## src/rtl/sram_port_initiator.sv

```systemverilog
// sram_port_initiator
//   Request-side controller for a single-port RW0 SRAM macro. Accepts
//   read/write requests on a valid/ready port, drives the SRAM RW port and
//   collects the one-cycle-latency read data into a 3-entry in-order
//   response FIFO. Read acceptance is credit-limited so the FIFO can never
//   overflow.
//
//   Optional feature macro: SRAM_PORT_INIT_EN
//     defined   -> after reset the whole array (DEPTH words) is zero-filled
//                  before init_done rises and traffic is accepted.
//     undefined -> no fill logic; the block comes out of reset ready.
//
// Ports
//   clock, reset_n           clock (also the SRAM clock), async active-low reset
//   req_valid/req_ready      request handshake
//   req_write                1 = write, 0 = read
//   req_addr/mask/wdata      word address, byte enables (writes only), data
//   rsp_valid/rsp_ready      response handshake, read data in request order
//   rsp_rdata                response data (FIFO head)
//   init_done                array ready for traffic
//   mem_en/mem_wmode         SRAM RW0_en / RW0_wmode
//   mem_addr/wmask/wdata     SRAM RW0_addr / RW0_wmask / RW0_wdata
//   mem_rdata                SRAM RW0_rdata (valid the cycle after a read)
module sram_port_initiator #(
  parameter int unsigned ADDR_W = 12,
  parameter int unsigned DATA_W = 32,
  parameter int unsigned DEPTH  = 4096
) (
  input  logic                clock,
  input  logic                reset_n,
  input  logic                req_valid,
  output logic                req_ready,
  input  logic                req_write,
  input  logic [ADDR_W-1:0]   req_addr,
  input  logic [DATA_W/8-1:0] req_mask,
  input  logic [DATA_W-1:0]   req_wdata,
  output logic                rsp_valid,
  input  logic                rsp_ready,
  output logic [DATA_W-1:0]   rsp_rdata,
  output logic                init_done,
  output logic                mem_en,
  output logic                mem_wmode,
  output logic [ADDR_W-1:0]   mem_addr,
  output logic [DATA_W/8-1:0] mem_wmask,
  output logic [DATA_W-1:0]   mem_wdata,
  input  logic [DATA_W-1:0]   mem_rdata
);

  localparam int unsigned FIFO_DEPTH = 3;

  if (DEPTH == 0 || DEPTH > (1 << ADDR_W)) begin : g_bad_depth
    $error("sram_port_initiator: DEPTH must be in 1..2**ADDR_W");
  end

  typedef enum logic {ST_INIT, ST_RUN} state_t;

  state_t            w_state;
  logic [ADDR_W-1:0] w_fill_addr;

`ifdef SRAM_PORT_INIT_EN
  localparam logic [ADDR_W-1:0] FILL_LAST = ADDR_W'(DEPTH - 1);

  state_t            r_state;
  state_t            w_state_nxt;
  logic [ADDR_W-1:0] r_fill_cnt;

  always_ff @(posedge clock or negedge reset_n) begin
    if (!reset_n) begin
      r_state    <= ST_INIT;
      r_fill_cnt <= '0;
    end else begin
      r_state <= w_state_nxt;
      if (r_state == ST_INIT) r_fill_cnt <= r_fill_cnt + 1'b1;
    end
  end

  always_comb begin
    w_state_nxt = r_state;
    if (r_state == ST_INIT && r_fill_cnt == FILL_LAST) w_state_nxt = ST_RUN;
  end

  assign w_state     = r_state;
  assign w_fill_addr = r_fill_cnt;
  assign init_done   = (r_state == ST_RUN);
`else
  assign w_state     = ST_RUN;
  assign w_fill_addr = '0;
  assign init_done   = 1'b1;
`endif

  // Response FIFO and read-credit bookkeeping
  logic [DATA_W-1:0] r_buf [FIFO_DEPTH];
  logic [1:0]        r_wr_ptr;
  logic [1:0]        r_rd_ptr;
  logic [1:0]        r_count;
  logic              r_inflight;
  logic [2:0]        w_credit;
  logic              w_req_ready;
  logic              w_rd_fire;
  logic              w_pop;

  function automatic logic [1:0] ptr_inc(input logic [1:0] p);
    return (p == 2'(FIFO_DEPTH - 1)) ? 2'd0 : p + 2'd1;
  endfunction

  // Credit counts the read whose data arrives this cycle, so a push that
  // coincides with a full FIFO can never happen.
  assign w_credit    = {1'b0, r_count} + {2'b00, r_inflight};
  assign w_req_ready = reset_n && (w_state == ST_RUN) &&
                       (req_write || (w_credit < 3'(FIFO_DEPTH)));
  assign w_rd_fire   = req_valid && w_req_ready && !req_write;
  assign w_pop       = rsp_valid && rsp_ready;

  assign req_ready = w_req_ready;
  assign rsp_valid = (r_count != 2'd0);
  assign rsp_rdata = r_buf[r_rd_ptr];

  always_ff @(posedge clock or negedge reset_n) begin
    if (!reset_n) begin
      r_inflight <= 1'b0;
      r_wr_ptr   <= '0;
      r_rd_ptr   <= '0;
      r_count    <= '0;
      for (int unsigned i = 0; i < FIFO_DEPTH; i++) r_buf[i] <= '0;
    end else begin
      r_inflight <= w_rd_fire;
      if (r_inflight) begin
        r_buf[r_wr_ptr] <= mem_rdata;
        r_wr_ptr        <= ptr_inc(r_wr_ptr);
      end
      if (w_pop) r_rd_ptr <= ptr_inc(r_rd_ptr);
      case ({r_inflight, w_pop})
        2'b10:   r_count <= r_count + 2'd1;
        2'b01:   r_count <= r_count - 2'd1;
        default: r_count <= r_count;
      endcase
    end
  end

  // SRAM port: fill writes while initialising, else pass accepted requests.
  // Gated by reset_n so the port is idle while reset is held.
  always_comb begin
    mem_en    = 1'b0;
    mem_wmode = 1'b0;
    mem_addr  = '0;
    mem_wmask = '0;
    mem_wdata = '0;
    if (reset_n && w_state == ST_INIT) begin
      mem_en    = 1'b1;
      mem_wmode = 1'b1;
      mem_addr  = w_fill_addr;
      mem_wmask = '1;
      mem_wdata = '0;
    end else if (req_valid && w_req_ready) begin
      mem_en    = 1'b1;
      mem_wmode = req_write;
      mem_addr  = req_addr;
      mem_wmask = req_mask;
      mem_wdata = req_wdata;
    end
  end

endmodule

```

## config.mk

```make
export PLATFORM = sky130hd
export DESIGN_NAME = sram_port_initiator
export DESIGN_NICKNAME = d
export VERILOG_FILES = /design/src/rtl/sram_port_initiator.sv
export SDC_FILE = /design/constraint.sdc
export NUM_CORES = 1
export LEC_CHECK = 0
export ABC_CLOCK_PERIOD_IN_PS = 2300
export CAP_MARGIN = 40
export CELL_PAD_IN_SITES_DETAIL_PLACEMENT = 2
export CELL_PAD_IN_SITES_GLOBAL_PLACEMENT = 2
export CORE_UTILIZATION = 29
export CTS_CLUSTER_SIZE = 12
export DETAILED_ROUTE_END_ITERATION = 7
export PLACE_DENSITY = 0.88
export SLEW_MARGIN = 20
export SYNTH_ARGS = -nofsm -noshare
export SYNTH_HDL_FRONTEND = slang
export SYNTH_SLANG_ARGS = --single-unit
```

## constraint.sdc

```tcl
create_clock -name clock -period 2.3 [get_ports clock]
set_input_delay 0.23 -clock clock [delete_from_list [all_inputs] [get_ports clock]]
set_output_delay 0.23 -clock clock [all_outputs]
set_load 0.01 [all_outputs]
```

# --- Word-level counts from Yosys, hierarchy flattened ---
# Cells that the tools add are included.
# W data, S select, Z words.
totals:
  inputBits: 85
  register_bits: 103
op_classes:
  bitwise_logic: 2
  reduce_logical: 9
  muxes: 14
  eq_ne: 4
  addsub: 5
  magnitude_cmp: 4
ops:
  columns: ["op", "count"]
  rows:
  - ["$mux W32", 4]
  - ["$bwmux W96", 1]
  - ["$bmux W32 S2", 1]
  - ["$demux W32 S2", 1]
  - ["$mux W12", 1]
  - ["$add A2 B1 Y2 const B", 3]
  - ["$eq A2 B2 Y1 const B", 3]
  - ["$ge A3 B3 Y1 const B", 2]
  - ["$not A2 Y3", 2]
  - ["$logic_and A1 B1 Y1", 5]
  - ["$mux W2", 2]
  - ["$mux W4", 1]
  - ["$pmux W2 S2", 1]
  - ["$reduce_bool A2 Y1", 2]
  - ["$add A2 B1 Y3", 1]
  - ["$lt A3 B1 Y1 const B", 1]
  - ["$lt A3 B2 Y1 const B", 1]
  - ["$eq A2 B1 Y1 const B", 1]
  - ["$mux W1", 2]
  - ["$sub A2 B1 Y2 const B", 1]
  - ["$logic_not A1 Y1", 1]
  - ["$logic_or A1 B1 Y1", 1]

# --- Logic depth before layout (Yosys ltp) ---
logic_depth:
  depth_word: 6
  mapped_depth: 7

# --- Worst setup path after synthesis ---
# No wires, ideal clock.
synth_path:
  path_kind: "register to output"
  from: "reg r_count[0]"
  to: "out mem_addr[0]"
  path_slack_ns: 0.157
  n_path_buf: 2
  arrival_time_ns: 1.913
  t_required_ns: 2.070
  stages_incl_launch_ff: 8
  path_cell_list: "dfrtp_1 -> ha_1 -> ha_1 -> a21o_1 -> a21oi_1 -> clkbuf_1 -> clkbuf_1 -> and2_1"
synth_via:
  elab_chain_cells: 6
synth_lines:
  columns: ["item", "line", "text"]
  rows:
  - ["start, declared", "95", "logic [1:0] r_count;"]
  - ["start signal, assigned", "133", "2'b10: r_count <= r_count + 2'd1;"]
  - ["start signal, assigned", "134", "2'b01: r_count <= r_count - 2'd1;"]
  - ["start signal, assigned", "135", "default: r_count <= r_count;"]
  - ["$add A2 B1 Y3", "108", "assign w_credit = {1'b0, r_count} + {2'b00, r_inflight};"]
  - ["$lt A3 B2 Y1", "110", "(req_write || (w_credit < 3'(FIFO_DEPTH)));"]
  - ["$logic_or A1 B1 Y1", "110", null]
  - ["$logic_and A1 B1 Y1", "109", "assign w_req_ready = reset_n && (w_state == ST_RUN) &&"]
  - ["$logic_and A1 B1 Y1", "154", "end else if (req_valid && w_req_ready) begin"]
  - ["$mux W12", "154", null]
  - ["end, declared", "43", "output logic [ADDR_W-1:0] mem_addr,"]
# Every way passes these cells.

# --- Worst setup path in the final report ---
layout_path:
  from: "reg r_inflight"
  to: "out mem_wdata[21]"
layout_via:
  elab_chain_cells: 6
layout_lines:
  columns: ["item", "line", "text"]
  rows:
  - ["start, declared", "96", "logic r_inflight;"]
  - ["start signal, assigned", "126", "r_inflight <= w_rd_fire;"]
  - ["$add A2 B1 Y3", "108", null]
  - ["$lt A3 B2 Y1", "110", null]
  - ["$logic_or A1 B1 Y1", "110", null]
  - ["$logic_and A1 B1 Y1", "109", null]
  - ["$logic_and A1 B1 Y1", "154", null]
  - ["$mux W32", "154", null]
  - ["end, declared", "45", "output logic [DATA_W-1:0] mem_wdata,"]
# Every way passes these cells.

==> results.md <==
- The max capacitance violation total is 0.
- After detailed routing, the average wire length per cell comes to 21.8 um.
- Cell internal power was estimated by the tool at 6250 uW.
- The adder-cell share of the synthesized area is 0.00750.
- The clock tree root driver cell is clkbuf_16.
- The maximum buffer depth of the clock tree is 2.
- The via count of the first global-routing pass is approximately 4700.
- 0 antenna diodes ended up in the layout.
- The share of the Yosys chip area taken by registers is 0.515.
- The area of the core is between 15000 and 20000 um2.
- The initial antenna violation count is 0.
- The fraction of power consumed by sequential logic is 0.352.
- Summed over all layers, the global routing overflow is 0.
- The detailed-placement wirelength estimate is 11400 um.
- The actual transition at the worst max-transition pin is between 600 and 700 ps.
- The master of the slowest instance on the critical path is dfrtp_1.
- The pre-CTS setup slack is -165 ps.
- The signal on the critical path passes through ha_2 > ha_4 > a21o_1 > a21oi_4 > buf_6 > buf_8 > buf_16 > and2_1 > buf_2.
- The largest net degree at the start of global routing is 54.
- The number of synthesized flops with an enable pin is 0.
- The total setup violations reported at the end of the flow is around 50.
- The worst register-to-register path ends at r_count[1].
- The first TritonRoute pass finished after 3 iterations.
- The data required time at the worst endpoint is between 2000 and 2500 ps.
- In this run, the number of DRC markers left after iteration 0 of detailed routing was a little over 80.
- The total number of vias is 3810.
- Setup total negative slack on the finished layout was measured at -4050 ps.
- The quantity of I/O buffers inserted on ports is between 150 and 200.
- The fraction of power consumed by combinational cells is 0.468.
- The count of final max-slew check failures is 0.
- The final clock period utilization by the worst path is 1.07.
- Leaving out fill and tap cells, the most frequent cells in the layout are clkdlybuf4s50_1 (105), dfrtp_1 (102), mux2_2 (67).
- A synthesized cell averages approximately 13 um2.
- The first global-routing pass estimated around 27000 um of wire.
- The top achievable clock speed is ~400 MHz.
- After filler insertion, the fill cell instance count of the layout stands at between 1500 and 2000.
- Of the total synthesized cell area, the portion taken by XOR and XNOR cells is 0.00525.
- At the later pin of the worst-skew pair, clock insertion delay measures approximately 350 ps.
- The most frequent standard cell in the layout excluding fill and tap cells is clkdlybuf4s50_1.
- The register bit count reported by yosys is 103.
- The worst slew margin relative to its limit is 0.534.
- The worst setup path is launched from a register.
- The worst min-delay path class is primary input to async pin.
- For this run, asynchronously set or reset flops after synthesis account for 1.00.
- The H-tree generated during clock tree synthesis spans 3 levels.
- The net switching share of the total power is 0.334.
- Of all nets on the critical path, the largest fanout is 12.
- The starting utilization of the core area is 0.300.
- The overall die area is about 18000 um2.
- The run finished, with violations left.
- Registers take around 2600 um2.
- Yosys mapped the design onto 28 distinct sky130hd cell types.
- The fraction of the mapped netlist area in compound gates came to 0.0410.
- Summing all multi-input logic gate instances after layout gives roughly 2400 um2.
- The wire length after detailed routing is 17600 um.
- The die is ~130 um tall.
- The global-route usage over all layers is 0.202.
- The final hold violation count is 0.
- The setup check on the worst reg-to-reg path leaves a slack of roughly 290 ps.
- The least setup slack across all paths after layout is -163 ps.
- In this run, post-CTS hold repair placed 0 buffers.
- For the finished layout, the period the worst path requires is approximately 2500 ps.
- In this run the count of I/O pins placed on the die edge is 170.
- For this run, the leading register cell type out of synthesis is dfrtp_1.
- The number of sinks on the clock net is between 100 and 150.
- The source of the worst register-to-register timing path is r_count[0].
- The share of layout cells above drive strength 1 is 0.397.
- Clock-pin slew was measured on the worst setup and hold paths at 70 ps.
- The areal power density over the cells is between 1000 and 1500 nW/um2.
- The worst-case IR drop observed on VDD is about 0.00037 V.
- The die is ~130 um wide.
- After detailed routing, the number of remaining DRC violations is 0.
- The portion of synthesized area spent on multiplexers is 0.305.
- The switching component of the power is between 3000 and 4000 uW.
- Routability-driven placement finished with a final weighted congestion of 0.738.
- The final reports fail on negative setup slack.
- The combinational family with the most area after synthesis is multiplexers.
- The final layout contains 670 nets.
- The detail route stage leaves a number of antenna-violating nets equal to 0.
- Setup repair after global routing could not meet its margin everywhere.
- The initialized floorplan defines 47 standard-cell rows.
- The simple-gate share of the synthesized area is 0.0950.
- The number of nets in the synthesized netlist is just under 500.
- The post-synthesis cell count is around 400.
- The share of power burned in the clock network is 0.179.
- The clock arrives with 11.1 ps of skew.
- The number of clock buffers inserted by TritonCTS is 9.
- Data on the critical path arrives at its endpoint at 2230 ps.
- The cell area after technology mapping is ~5000 um2.
- The worst setup path category is register to output pin.
- The number of warning messages in the yosys log is 0.
- The TritonCTS clock tree is done.
- The via-per-instance ratio is ~4.7.
- For this run, the slowest stage of the critical path takes around 400 ps.
- From synthesis to final layout, the design area changed by 51.3%.
- The leakage component of the power is 0.00351 uW.
- STA classifies the critical path endpoint as an output pin.
- The worst register-to-register path has a depth of 7.
worst max-delay path: cells and delay by family, from the launching register on:
kind,cells,cell delay (ps)
compound gates,2,390
simple gates,1,140
fa+ha+maj,2,420
buf+inv,4,510
flops,1,400
cells in the mapped netlist, drive strengths merged (2+ instances only):
cell type	number	area (um2)
nor3	3	20.0
nor2	2	7.51
nand2	33	124
mux2i	32	320
clkbuf	12	45.0
dfrtp	103	2580
o21ai	34	170
xnor2	2	17.5
inv	4	15.0
buf	15	96.3
ha	3	37.5
a21o	3	22.5
mux2	97	1200
and2	48	300
final cells by class:
class / count / area share
sequential: 103 / 0.340
clock buffer: 12 / 0.0325
tap: 220 / 0.0363
inverter: 4 / 0.00198
multi-input combinational: 265 / 0.316
timing repair buffer: 199 / 0.263
clock inverter: 4 / 0.0102
power by group through the flow:
stage	clock (uW)	sequential [uW]	combinational (uW)
floorplan	0	3100	2320
global placement	0	3170	4060
detailed placement	0	3310	4270
CTS	1740	3300	4430
global route	1800	3400	4740
finish	1680	3310	4390
flip-flops by register name, summed over array words and instances, names as in the netlist:
register    cells
r_buf          96
r_wr_ptr        2
r_count         2
r_rd_ptr        2
r_inflight      1
metal layers:
metal	track usage	wire length, um	vias up
li1	-	-	1726
met5	0	0	-
met2	0.389	9750	125
met3	0.0426	782	23
met4	0.0827	497	0
met1	0.211	6560	1936
cell families (layout without fill, tap and decap cells):
kind of cell | count (synthesis) | in the layout
other | 1 | 1
multiplexers | 129 | 129
buffers and inverters | 31 | 219
flip-flops | 103 | 103
AO/OA/AOI/OAI | 39 | 39
AND/OR/NAND/NOR | 90 | 90
adder cells (fa/ha/maj) | 3 | 3
XOR/XNOR | 3 | 3
timing repair:
action                                  CTS  global route
gates resized for setup                 242            47
setup buffers                             9             1
endpoints found under the setup margin   75            60
pin swaps                                16            12
gates cloned                              4             1
how the worst max path moves through the flow:
stage                     slack (ps)        from  depth (start not counted)       endpoint
after floorplan                  160  r_count[0]                          7    mem_addr[0]
after global placement           -50  r_count[0]                          7  mem_wdata[22]
after detailed placement        -170  r_count[0]                          7  mem_wdata[25]
after CTS                        -80  r_inflight                          9   mem_wmask[1]
after global routing            -240  r_inflight                          9  mem_wdata[21]
final                           -160  r_inflight                          9  mem_wdata[21]
through the flow:
| step | util | hold slack [ps] | std cells | total power, uW | instance area [um2] |
|---|---|---|---|---|---|
| 3_5_place_dp | 0.420 | 476 | 779 | 7580 | 7010 |
| 3_3_place_gp | 0.420 | 457 | 779 | 7230 | 7010 |
| 2_1_floorplan | - | -65.6 | 399 | 5410 | 5010 |
| 5_1_grt | 0.454 | 126 | 807 | 9950 | 7580 |
| 4_1_cts | 0.445 | 93.9 | 808 | 9470 | 7440 |
| 6_report | 0.454 | 74.1 | 807 | 9380 | 7580 |
Note: power is estimated with default switching activity, not from simulation.
